### src/rtl/time_set_pkg.sv
// Shared types and limits for the time-set editor: FSM states, field codes,
// BCD field maxima and the field-selection rotation helpers.
package time_set_pkg;

  typedef enum logic [1:0] {
    IDLE  = 2'd0,
    EDIT  = 2'd1,
    WRITE = 2'd2
  } state_e;

  typedef enum logic [1:0] {
    FLD_SS = 2'd0,
    FLD_MM = 2'd1,
    FLD_HH = 2'd2
  } field_e;

  // One bit per debounced button, highest priority first.
  typedef struct packed {
    logic edit;
    logic up;
    logic down;
    logic left;
    logic right;
  } btn_s;

  localparam logic [7:0] MAX_SS = 8'h59;
  localparam logic [7:0] MAX_MM = 8'h59;
  localparam logic [7:0] MAX_HH = 8'h23;

  function automatic field_e field_higher(field_e f);
    case (f)
      FLD_SS:  return FLD_MM;
      FLD_MM:  return FLD_HH;
      default: return FLD_SS;
    endcase
  endfunction

  function automatic field_e field_lower(field_e f);
    case (f)
      FLD_SS:  return FLD_HH;
      FLD_HH:  return FLD_MM;
      default: return FLD_SS;
    endcase
  endfunction

endpackage

### src/rtl/bcd_field_step.sv
// Combinational +/-1 step of one packed-BCD time field with wrap-around.
// Out-of-range inputs snap to 00 on increment and to the field maximum on decrement.
module bcd_field_step (
  input  logic [7:0] value,
  input  logic [7:0] max,
  input  logic       inc,
  input  logic       dec,
  output logic [7:0] next
);

  logic [3:0] tens;
  logic [3:0] units;
  logic       illegal;

  assign tens    = value[7:4];
  assign units   = value[3:0];
  // Binary compare matches decimal order once both digits are legal.
  assign illegal = (tens > 4'd9) || (units > 4'd9) || (value > max);

  always_comb begin
    // NOTE: default first so every path assigns next and no latch is inferred.
    next = value;
    if (inc) begin
      if (illegal || (value == max)) next = 8'h00;
      else if (units == 4'd9)        next = {tens + 4'd1, 4'd0};
      else                           next = {tens, units + 4'd1};
    end else if (dec) begin
      if (illegal || (value == 8'h00)) next = max;
      else if (units == 4'd0)          next = {tens - 4'd1, 4'd9};
      else                             next = {tens, units - 4'd1};
    end
  end

endmodule

### src/rtl/time_set_editor.sv
// Button-driven hh:mm:ss editor: tracks the RTC while idle, edits one BCD
// field at a time, and hands the result to the RTC writer over req/ack.
module time_set_editor
  import time_set_pkg::*;
#(
  parameter int TIMEOUT_CYCLES = 500000000,
  parameter int TO_W           = 29
) (
  input  logic       clk,
  input  logic       reset,
  input  logic       btn_edit,
  input  logic       btn_up,
  input  logic       btn_down,
  input  logic       btn_left,
  input  logic       btn_right,
  input  logic [7:0] cur_hh,
  input  logic [7:0] cur_mm,
  input  logic [7:0] cur_ss,
  output logic [7:0] edit_hh,
  output logic [7:0] edit_mm,
  output logic [7:0] edit_ss,
  output logic [1:0] field_sel,
  output logic       edit_active,
  output logic       wr_req,
  input  logic       wr_ack
);

  localparam logic [TO_W-1:0] TO_LAST = TO_W'(TIMEOUT_CYCLES - 1);

  state_e          state_q;
  field_e          field_q;
  btn_s            btn_now, btn_q, ev_raw, ev;
  logic [7:0]      hh_q, mm_q, ss_q;
  logic [7:0]      sel_val, sel_max, sel_d;
  logic            active_q, wr_req_q;
  logic [TO_W-1:0] to_cnt_q;

  assign btn_now = {btn_edit, btn_up, btn_down, btn_left, btn_right};
  assign ev_raw  = btn_now & ~btn_q;

  // Keep only the highest-priority event of the cycle.
  always_comb begin
    ev = '0;
    if      (ev_raw.edit)  ev.edit  = 1'b1;
    else if (ev_raw.up)    ev.up    = 1'b1;
    else if (ev_raw.down)  ev.down  = 1'b1;
    else if (ev_raw.left)  ev.left  = 1'b1;
    else if (ev_raw.right) ev.right = 1'b1;
  end

  always_comb begin
    sel_val = ss_q;
    sel_max = MAX_SS;
    unique case (field_q)
      FLD_MM:  begin sel_val = mm_q; sel_max = MAX_MM; end
      FLD_HH:  begin sel_val = hh_q; sel_max = MAX_HH; end
      default: ;
    endcase
  end

  bcd_field_step u_step (
    .value (sel_val),
    .max   (sel_max),
    .inc   (ev.up),
    .dec   (ev.down),
    .next  (sel_d)
  );

  always_ff @(posedge clk) begin
    if (reset) begin
      // NOTE: the button history is reset too, so a button held through reset
      // yields one event once reset is released.
      state_q  <= IDLE;
      field_q  <= FLD_SS;
      btn_q    <= '0;
      hh_q     <= 8'h00;
      mm_q     <= 8'h00;
      ss_q     <= 8'h00;
      active_q <= 1'b0;
      wr_req_q <= 1'b0;
      to_cnt_q <= '0;
    end else begin
      btn_q <= btn_now;
      unique case (state_q)
        IDLE: begin
          hh_q <= cur_hh;
          mm_q <= cur_mm;
          ss_q <= cur_ss;
          if (ev.edit) begin
            field_q  <= FLD_SS;
            to_cnt_q <= '0;
            active_q <= 1'b1;
            state_q  <= EDIT;
          end
        end
        EDIT: begin
          if (ev.edit) begin
            wr_req_q <= 1'b1;
            to_cnt_q <= '0;
            state_q  <= WRITE;
          end else if (ev.up || ev.down) begin
            to_cnt_q <= '0;
            unique case (field_q)
              FLD_MM:  mm_q <= sel_d;
              FLD_HH:  hh_q <= sel_d;
              default: ss_q <= sel_d;
            endcase
          end else if (ev.left) begin
            to_cnt_q <= '0;
            field_q  <= field_higher(field_q);
          end else if (ev.right) begin
            to_cnt_q <= '0;
            field_q  <= field_lower(field_q);
          end else if (to_cnt_q == TO_LAST) begin
            active_q <= 1'b0;
            state_q  <= IDLE;
          end else begin
            to_cnt_q <= to_cnt_q + 1'b1;
          end
        end
        WRITE: begin
          if (wr_ack) begin
            wr_req_q <= 1'b0;
            active_q <= 1'b0;
            state_q  <= IDLE;
          end
        end
        default: state_q <= IDLE;
      endcase
    end
  end

  assign edit_hh     = hh_q;
  assign edit_mm     = mm_q;
  assign edit_ss     = ss_q;
  assign field_sel   = field_q;
  assign edit_active = active_q;
  assign wr_req      = wr_req_q;

endmodule

### config.mk
export PLATFORM = sky130hd
export DESIGN_NAME = time_set_editor
export DESIGN_NICKNAME = d
export VERILOG_FILES = /design/src/rtl/time_set_pkg.sv /design/src/rtl/bcd_field_step.sv /design/src/rtl/time_set_editor.sv
export SDC_FILE = /design/constraint.sdc
export NUM_CORES = 1
export LEC_CHECK = 0
export CORE_MARGIN = 2
export CORE_UTILIZATION = 50
export CTS_CLUSTER_SIZE = 28
export DETAILED_ROUTE_END_ITERATION = 16
export GPL_TIMING_DRIVEN = 0
export PLACE_DENSITY = 0.77
export REMOVE_ABC_BUFFERS = 1
export SLEW_MARGIN = 40
export SYNTH_ARGS = -nofsm -noshare
export SYNTH_HDL_FRONTEND = slang
export SYNTH_SLANG_ARGS = --single-unit
### constraint.sdc
create_clock -name clk -period 3.3 [get_ports clk]
set_input_delay 0.66 -clock clk [delete_from_list [all_inputs] [get_ports clk]]
set_output_delay 0.66 -clock clk [all_outputs]
set_load 0.005 [all_outputs]
==> flow_summary.yaml <==
run_status:
  outcome: "finished, violations left"
  violations: "setup timing"
setup_path:
  worst_ep_arrival_time_ns: 3.68
  cpMaxStageDelayCell: "dfxtp_4"
  max_stage_delay_ns: 0.38
  cp_max_fo: 7
  criticalPathCategory: "reg -> reg"
  worstPathRequired_ns: 3.56
  crit_path_cell_trace: "inv_4, ha_4, buf_6, nor2_2, a21oi_4, ha_4, a22o_1, a2111oi_4, buf_4, a211oi_2, o21bai_2, nand2_4, buf_4, o32ai_4, a211oi_4, o41ai_2"
  cp-end-kind: "flop"
  start_kind: "flop"
floorplanning:
  die-area_um2: 9020
  num_rows: 33
  core_area_um2: 8130
  start_util: 0.509
  fp.dieW_um: 95.0
  io_pins: 60
  die_h_um: 95.0
clocking:
  htree_levels: 3
  cts_buffer_depth: 2
  path_clk_slew_ns: 0.08
  cts_tree: "yes"
  clockRootBuffer: "clkbuf_8"
  clk_latency_ns: 0.36
  cts_buffers: 9
  cts.sinks: 64
job:
  drv_cap: 0
timing:
  fin_skew_ns: 0.00896
  rsz0062_at_grt: "true"
  fmax_ghz: 0.293
  final_max_slew_viol_count: 0
  slew-limit-headroom: 0.464
  fin_crit_sh: 1.04
  fin_ws_ns: -0.118
  tightest_slew_ns: 0.803
  min_period_ns: 3.42
  finalHoldViolations: 0
  setup_violations: 17
place:
  placed_area_um2: 4780
  dpl.hpwl_mm: 8.11
  finalWeightedCongestion: 1.05
  io_buffers: 59
  place_ws_ns: -1.14
drt:
  via_per_inst: 6.26
  drtIter0Drc: 476
  route.vias.total: 4385
  dr.pass1.iters: 7
  routed_wl_mm: 12.8
  drc_errors: 0
  wire_per_inst_um: 18.3
  ant_nets: 0
pwr:
  p_leak_uw: 0.00199
  seq_power_share: 0.254
  clock_power_share: 0.178
  power_switching_uw: 1830
  p_per_area_nw_per_um2: 733
  ir_drop_uv: 421
  p_sw_frac: 0.452
  pwr-share-comb: 0.568
  intPower_uw: 2220
grt:
  grt_use_total: 0.283
  grt_max_degree: 35
  first_global_vias: 4104
  grt_pass1_wl_mm: 19.9
  grt_antenna_before_repair: 0
  overflow: 0
synthesis:
  yosysSeqAreaShare: 0.309
  synthesis.area_um2: 4140
  synth_cell_types: 75
  yosysMostFrequentCell: "nor2_1"
  yosysTopAreaCell: "dfxtp_1"
  ys_ff_latch: 64
  avgSynthCellArea_um2: 8.02
  ys_top_cells_by_count: "nor2_1 (84), dfxtp_1 (64), nand2_1 (37)"
  synth_cells: 516
  synth_warnings: 0
  synthArstFlopShare: 0
  ys.flop_type: "dfxtp_1"
  yosysTopAreaCellShare: 0.309
  synth_edf_count: 0
  yosys-top-cells-area: "dfxtp_1 (31%), nor2_1 (7.6%), xor2_1 (4.9%), ha_1 (4.5%), a21oi_1 (4.4%)"
final_layout:
  layout-drive-gt1-share: 0.195
  nets: 638
  nFillCells: 608
  synthToLayoutAreaGrowth_pct: 33.6
  final_area_um2: 5530
  regArea_um2: 1290
  fin_util: 0.680
  antenna_cells: 0
  multiInputGateArea_um2: 3030
worst_hold_path:
  hold_path.class: "reg -> reg"
## kinds of logic (layout without fill, tap and decap cells)
kind of cell,Yosys count,after routing,share of synthesized area
and+or+nand+nor,219,219,0.264
AOI/OAI and AO/OA,143,143,0.262
DFF,64,64,0.309
buffers and inverters,38,118,0.0408
xor gates and xnor gates,34,34,0.0719
adders and majority gates,15,15,0.0453
muxes,3,3,0.00725
## critical path, delay by kind of cell (launching register included)
kind / cells / cell delay (ns)
and+or+nand+nor: 2 / 0.17
AOI/OAI and AO/OA: 8 / 1.64
adders and majority gates: 2 / 0.58
buffers and inverters: 4 / 0.53
DFF: 1 / 0.38
## final cells by class
class	instances	area share
repair buffers	88	0.149
flip-flops and latches	64	0.233
inverters	14	0.0104
multi-input cells	414	0.547
well taps	105	0.0238
clock inverters	6	0.0122
clock buffers	10	0.0249
## per-stage QoR
stage	hold slack (ns)	setup TNS, ns	power [µW]	std cells
after floorplan	0.440	-9.92	2180	492
after global placement	0.460	-48.06	2760	656
after detailed placement	0.466	-26.58	2820	657
after CTS	0.478	0	3750	692
after global routing	0.506	-2.87	4250	701
final	0.479	-0.660	4050	701
## power by group through the flow
stage	Clock (µW)	Combinational, µW	Sequential, µW
after global placement	0	1730	1030
after floorplan	0	1170	1010
final	720	2300	1030
after detailed placement	0	1790	1030
after global routing	750	2450	1050
after CTS	717	2010	1020
## registers in the layout, summed over array words and instances, names as in the netlist
| name | flops |
|---|---|
| edit_ss | 8 |
| to_cnt_q | 29 |
| btn_q | 5 |
| state_q | 2 |
| edit_hh | 8 |
| field_sel | 2 |
| edit_mm | 8 |
| edit_active | 1 |
| wr_req | 1 |
## cells in the final DEF (no fill, tap or decap), types with 8 or more instances in the layout
cell type	netlist	routed
a211oi_1	17	11
a21oi_1	36	32
a22oi_1	10	9
buf_4	1	25
clkbuf_8	0	10
clkdlybuf4s50_1	0	58
dfxtp_1	64	62
ha_1	15	8
inv_1	13	10
nand2_1	37	36
nand2b_1	8	8
nand3_1	25	25
nand4_1	10	10
nor2_1	84	81
nor2b_1	12	12
o21ai_0	19	17
xnor2_1	11	11
xor2_1	23	23
## layer usage
| layer | share of wire | vias up | global-route usage | routed length [µm] |
|---|---|---|---|---|
| met5 | 0 | - | 0 | 0 |
| met4 | 0.029 | 0 | 0.129 | 368 |
| met3 | 0.070 | 51 | 0.0503 | 894 |
| met2 | 0.46 | 222 | 0.452 | 5940 |
| met1 | 0.44 | 2085 | 0.373 | 5630 |
| li1 | - | 2027 | - | - |
## final timing paths
check	startpoint	endpoint	slack [ns]	cells after the start
max	field_sel[1]$_SDFFE_PP0P_	edit_mm[2]$_SDFFE_PP0P_	-0.12	16
min	to_cnt_q[15]$_SDFFE_PP0P_	to_cnt_q[15]$_SDFFE_PP0P_	0.48	1
max reg2reg	field_sel[1]$_SDFFE_PP0P_	edit_mm[2]$_SDFFE_PP0P_	-0.12	16
min reg2reg	to_cnt_q[15]$_SDFFE_PP0P_	to_cnt_q[15]$_SDFFE_PP0P_	0.48	1
## what timing repair did
item                                    in CTS  in global routing
hold buffers                                 0                  0
buffers inserted                            19                  9
pin swaps                                   18                 27
endpoints found under the setup margin      24                 38
gates resized for setup                     32                 31
(Power assumes the default switching activity.)
